$ cat config.mk
export PLATFORM = sky130hd
export DESIGN_NAME = dot_mac16
export DESIGN_NICKNAME = d
export VERILOG_FILES = /design/src/rtl/dot_mac16.sv
export SDC_FILE = /design/constraint.sdc
export NUM_CORES = 1
export LEC_CHECK = 0
export ABC_AREA = 1
export CAP_MARGIN = 20
export CORE_AREA = 8 8 182 184
export CTS_BUF_LIST = sky130_fd_sc_hd__clkbuf_4
export CTS_CLUSTER_SIZE = 28
export DETAILED_ROUTE_END_ITERATION = 12
export DIE_AREA = 0 0 190 192
export MAX_ROUTING_LAYER = met4
export PLACE_DENSITY = 0.8
export SLEW_MARGIN = 40
export SYNTH_ARGS = -nofsm -noshare
export SYNTH_HDL_FRONTEND = slang
export SYNTH_SLANG_ARGS = --single-unit
$ cat constraint.sdc
create_clock -name clk -period 8.8 [get_ports clk]
set_clock_uncertainty 0.15 [all_clocks]
set_input_delay 2.64 -clock clk [delete_from_list [all_inputs] [get_ports clk]]
set_output_delay 2.64 -clock clk [all_outputs]
set_load 0.02 [all_outputs]
$ cat src/rtl/dot_mac16.sv
// dot_mac16: sequential signed dot-product engine.
// Operand pairs arrive over a valid/ready handshake. Each accepted pair is
// registered, multiplied by muls16 on the following cycle, and the product is
// added into a wide signed accumulator. The full sum and a 32-bit saturated
// copy are offered to a valid/ready consumer.

// Combinational signed 16x16 -> 32 multiplier.
module muls16 (
    input  logic signed [15:0] a_i,
    input  logic signed [15:0] b_i,
    output logic signed [31:0] p_o
);

    // Full-precision signed product; 32 bits cannot overflow for 16x16.
    assign p_o = 32'(a_i) * 32'(b_i);

endmodule

module dot_mac16 #(
    parameter int unsigned ACC_W = 40,
    parameter int unsigned LEN_W = 8
) (
    input  logic                    clk,
    input  logic                    rst,
    input  logic                    start,
    input  logic [LEN_W-1:0]        len,
    input  logic                    in_valid,
    output logic                    in_ready,
    input  logic signed [15:0]      a,
    input  logic signed [15:0]      b,
    output logic                    busy,
    output logic                    out_valid,
    input  logic                    out_ready,
    output logic [ACC_W-1:0]        out_acc,
    output logic [31:0]             out_sat,
    output logic                    ovf
);

    localparam int unsigned PROD_W = 32;
    localparam int unsigned EXT_W  = ACC_W - PROD_W;
    localparam int unsigned TOP_W  = ACC_W - PROD_W + 1;

    typedef enum logic [1:0] {
        S_IDLE  = 2'd0,
        S_RUN   = 2'd1,
        S_DRAIN = 2'd2,
        S_DONE  = 2'd3
    } state_e;

    state_e                  state_q, state_d;
    logic [ACC_W-1:0]        acc_q, acc_d;
    logic [LEN_W-1:0]        count_q, count_d;
    logic [LEN_W-1:0]        len_q, len_d;
    logic signed [15:0]      a_q, a_d;
    logic signed [15:0]      b_q, b_d;
    logic                    p_valid_q, p_valid_d;

    logic signed [PROD_W-1:0] prod;
    logic [ACC_W-1:0]        prod_ext;
    logic                    beat;
    logic                    last_beat;

    logic [TOP_W-1:0]        acc_top;
    logic                    in_range;
    logic [31:0]             sat_val;

    // Stage-2 multiplier operates on the registered operand pair.
    muls16 u_mul (
        .a_i (a_q),
        .b_i (b_q),
        .p_o (prod)
    );

    // Sign-extend the product to accumulator width.
    assign prod_ext  = {{EXT_W{prod[PROD_W-1]}}, prod};

    // A beat is only possible while the engine is collecting pairs.
    assign beat      = (state_q == S_RUN) && in_valid;
    assign last_beat = beat && (count_q == (len_q - LEN_W'(1)));

    // State and datapath registers; reset aborts any operation in flight.
    always_ff @(posedge clk or posedge rst) begin
        if (rst) begin
            state_q   <= S_IDLE;
            acc_q     <= '0;
            count_q   <= '0;
            len_q     <= '0;
            a_q       <= '0;
            b_q       <= '0;
            p_valid_q <= 1'b0;
        end else begin
            state_q   <= state_d;
            acc_q     <= acc_d;
            count_q   <= count_d;
            len_q     <= len_d;
            a_q       <= a_d;
            b_q       <= b_d;
            p_valid_q <= p_valid_d;
        end
    end

    // Next-state logic: FSM sequencing, operand capture and accumulation.
    always_comb begin
        state_d   = state_q;
        acc_d     = acc_q;
        count_d   = count_q;
        len_d     = len_q;
        a_d       = a_q;
        b_d       = b_q;
        p_valid_d = 1'b0;

        // A product captured on the previous edge accumulates on this one.
        if (p_valid_q) begin
            acc_d = acc_q + prod_ext;
        end

        unique case (state_q)
            S_IDLE: begin
                if (start) begin
                    acc_d   = '0;
                    count_d = '0;
                    len_d   = len;
                    state_d = (len == '0) ? S_DONE : S_RUN;
                end
            end
            S_RUN: begin
                if (beat) begin
                    a_d       = a;
                    b_d       = b;
                    p_valid_d = 1'b1;
                    count_d   = count_q + LEN_W'(1);
                    if (last_beat) begin
                        state_d = S_DRAIN;
                    end
                end
            end
            S_DRAIN: begin
                // Leave once the final product has landed in the accumulator.
                if (!p_valid_q) begin
                    state_d = S_DONE;
                end
            end
            S_DONE: begin
                if (out_ready) begin
                    state_d = S_IDLE;
                end
            end
            default: begin
                state_d = S_IDLE;
            end
        endcase
    end

    // Saturation: in range when bits [ACC_W-1:31] are all equal.
    assign acc_top  = acc_q[ACC_W-1:PROD_W-1];
    assign in_range = (&acc_top) || !(|acc_top);
    assign sat_val  = in_range ? acc_q[31:0]
                    : (acc_q[ACC_W-1] ? 32'h8000_0000 : 32'h7FFF_FFFF);

    // Handshake and status flags decode directly from the state register.
    assign in_ready  = (state_q == S_RUN);
    assign busy      = (state_q != S_IDLE);
    assign out_valid = (state_q == S_DONE);

    // Result outputs are only meaningful in DONE; held at zero otherwise.
    assign out_acc   = out_valid ? acc_q : '0;
    assign out_sat   = out_valid ? sat_val : 32'h0;
    assign ovf       = out_valid && !in_range;

endmodule
==> out/metrics.cfg <==
[critical_path]
cp_max_fo = 17
slowest_delay_ns = 0.93
slowest_stage = fa_1
path_common_cell = nand2_1
cp-startpoint = a_q[15]
crit_path_end_kind = register
critical_path.top_delay_family = adder cells
arrival_ns = 8.47
worst-path-buf-inv = 5
r2r_start = a_q[15]
crit_required_ns = 9.14
path_class = register to register
startpoint_type = register

[route]
firstDrtPassIters = 6
vias = 15600
ant_nets = 0
drt-vias-per-instance = 5.305
wl_per_cell_um = 16.92
drt_wl_total_mm = 49.75
drt-initial-drc-count = 1112
drcViolationCount = 0

[place]
hpwlAfterDp_mm = 41.51
place.gp.congestion = 1.001
port-buffer-count = 120

[die]
die_area_mm2 = 0.03648
num_io_pins = 121
fp-row-count = 64
fp.coreArea_mm2 = 0.03019
die_w_um = 190
start_util_pct = 59.24
die_h_um = 192

[sta]
max_freq_mhz = 123.1
tns_ns = 0
post-route-period-util_pct = 92.31
slew_headroom_pct = 42.07
fin_crit_ns = 8.123
finalHoldViolations = 0
worst_slew_pin_slew_ns = 0.8680
rsz0062_at_grt = false
setup_violations = 0
slew_viol_final = 0

[grt]
overflow = 0
grt_antenna_before_repair = 1
grt_start_max_net_pins = 55
grtUsageTotal_pct = 29.10
grt_pass1_vias = 16200
grt_pass1_wl_mm = 82.61

[cts]
insertion_delay_ns = 0.61
cts_tree = built
cts_htree_levels = 3
cts_root_buf = clkbuf_4
cts_max_path_buffers = 2
cts_buffers = 9
cts_sinks = 91
cts_hold_buf = 0
cts_setup_buffers = 0
path_clk_slew_ns = 0.22

[finish]
area_delta_synth_final_pct = 9.234
layout-drive-gt1-share_pct = 3.737
final_common_cell = nand2_1
mostFrequentLayoutCells = nand2_1 (674), inv_1 (640), fa_1 (263)
final_nets = 2975

[synthesis]
yosysSeqAreaShare_pct = 12.73
synth_cells = 2481
synth_seq_cells = 91
netlist-cell-type-count = 49
synth-edff-count = 0
netlist_area_mm2 = 0.01788
synthArstFlopShare_pct = 100.0
synth_fp_nets = 2919
synth.avg_cell_area_um2 = 7.209
yosys_warnings = 0
synthFlopType = dfrtp_1

[run_status]
run_status = finished clean

[hold_path]
hold_class = register to register
min_from = count_q[7]

[job]
drv_cap = 0

[layer usage]
layer  vias up  track usage [%]  share of wire, %
li1       7430                -                 -
met4         0            9.381               3.1
met1      7505            37.11                43
met5         -                -                 0
met3       102            4.902               6.6
met2       561            46.92                48
[cell families (layout without fill, tap and decap cells)]
family | after synthesis | in the layout | synth area share, %
xor gates and xnor gates | 50 | 50 | 2.449
AOI/OAI and AO/OA | 256 | 256 | 9.298
other | 0 | 2 | 0
buffers and inverters | 741 | 802 | 15.59
adders and majority gates | 393 | 393 | 38.53
DFF | 91 | 91 | 12.73
and+or+nand+nor | 950 | 950 | 21.39
[area by class of cell]
| type | count | area (um2) |
|---|---|---|
| Antenna cell | 2 | 5.005 |
| Clock buffer | 9 | 67.56 |
| Clock inverter | 7 | 80.08 |
| Fill cell | 2629 | 10650 |
| Inverter | 647 | 2431 |
| Multi-Input combinational cell | 1649 | 12830 |
| Sequential cell | 91 | 2281 |
| Tap cell | 396 | 495.5 |
| Timing Repair Buffer | 139 | 1348 |
[state kept, by name, summed over array words and instances, names as in the netlist]
| signal | count |
|---|---|
| a_q | 16 |
| b_q | 16 |
| acc_q | 40 |
| state_q | 2 |
| count_q | 8 |
| p_valid_q | 1 |
| len_q | 8 |
[worst register-to-register path, delay by kind of cell, from the launching register on]
kind	cells	cell delay, ns
flip-flops	1	0.58
buffers and inverters	5	0.32
adder cells (fa/ha/maj)	8	4.47
AO/OA/AOI/OAI	3	0.43
AND/OR/NAND/NOR	13	2.05
[synth_stat cells, types with 3 or more instances]
master / count / share of area [%]
inv_1: 642 / 13
a211oi_1: 5 / 0.21
a211oi_2: 10 / 0.70
nand4_1: 8 / 0.28
nor2_2: 7 / 0.24
a21oi_2: 5 / 0.24
nor3_2: 5 / 0.28
nor3_1: 12 / 0.34
buf_2: 6 / 0.17
o21ba_1: 16 / 0.90
nor4_1: 7 / 0.24
a31oi_1: 10 / 0.35
nand2_1: 675 / 14
o211ai_1: 8 / 0.34
dfrtp_1: 91 / 13
ha_1: 130 / 9.1
a21oi_1: 92 / 2.6
inv_2: 3 / 0.063
buf_1: 3 / 0.063
fa_1: 263 / 29
nand3_1: 64 / 1.8
xnor2_1: 16 / 0.78
o21bai_1: 15 / 0.63
or2_2: 8 / 0.28
o21ai_1: 9 / 0.25
o21ai_2: 4 / 0.20
clkbuf_1: 85 / 1.8
and3_1: 4 / 0.14
nor2_1: 150 / 3.1
xor2_1: 34 / 1.7
o21ai_0: 56 / 1.6
a21o_1: 13 / 0.55
o221ai_1: 3 / 0.15
[through the flow]
step | std cells | hold slack [ns] | setup slack [ns] | utilization [%] | area (um2)
detailed placement | 2922 | 0.3290 | 0.6248 | 64.16 | 19370
global route | 2939 | 0.4037 | 0.03112 | 64.70 | 19530
floorplan | 2481 | 0.3090 | 1.635 | - | 17880
CTS | 2938 | 0.3537 | 0.5060 | 64.65 | 19520
global placement | 2922 | 0.3280 | 0.7977 | 64.16 | 19370
finish | 2940 | 0.3562 | 0.6768 | 64.71 | 19540
[worst paths after layout]
| path | end | slack [ns] | cells past startpoint |
|---|---|---|---|
| worst max-delay path | acc_q[35] | 0.68 | 29 |
| worst min-delay path | count_q[7] | 0.36 | 1 |
| worst max register to register | acc_q[35] | 0.68 | 29 |
| worst min register to register | count_q[7] | 0.36 | 1 |
| max in group asynchronous | acc_q[28] | 5.32 | 3 |
| min in group asynchronous | b_q[1] | 2.23 | 2 |
[repair_timing]
| action | 4_1_cts | 5_1_grt |
|---|---|---|
| hold endpoints to repair | 0 | 0 |
| endpoints found under the setup margin | 0 | 4 |
| gates resized for setup | 0 | 2 |
Power is left out: the tool's default activity adds up to more than one toggle a clock period on the data nets, which glitch-free logic cannot reach.
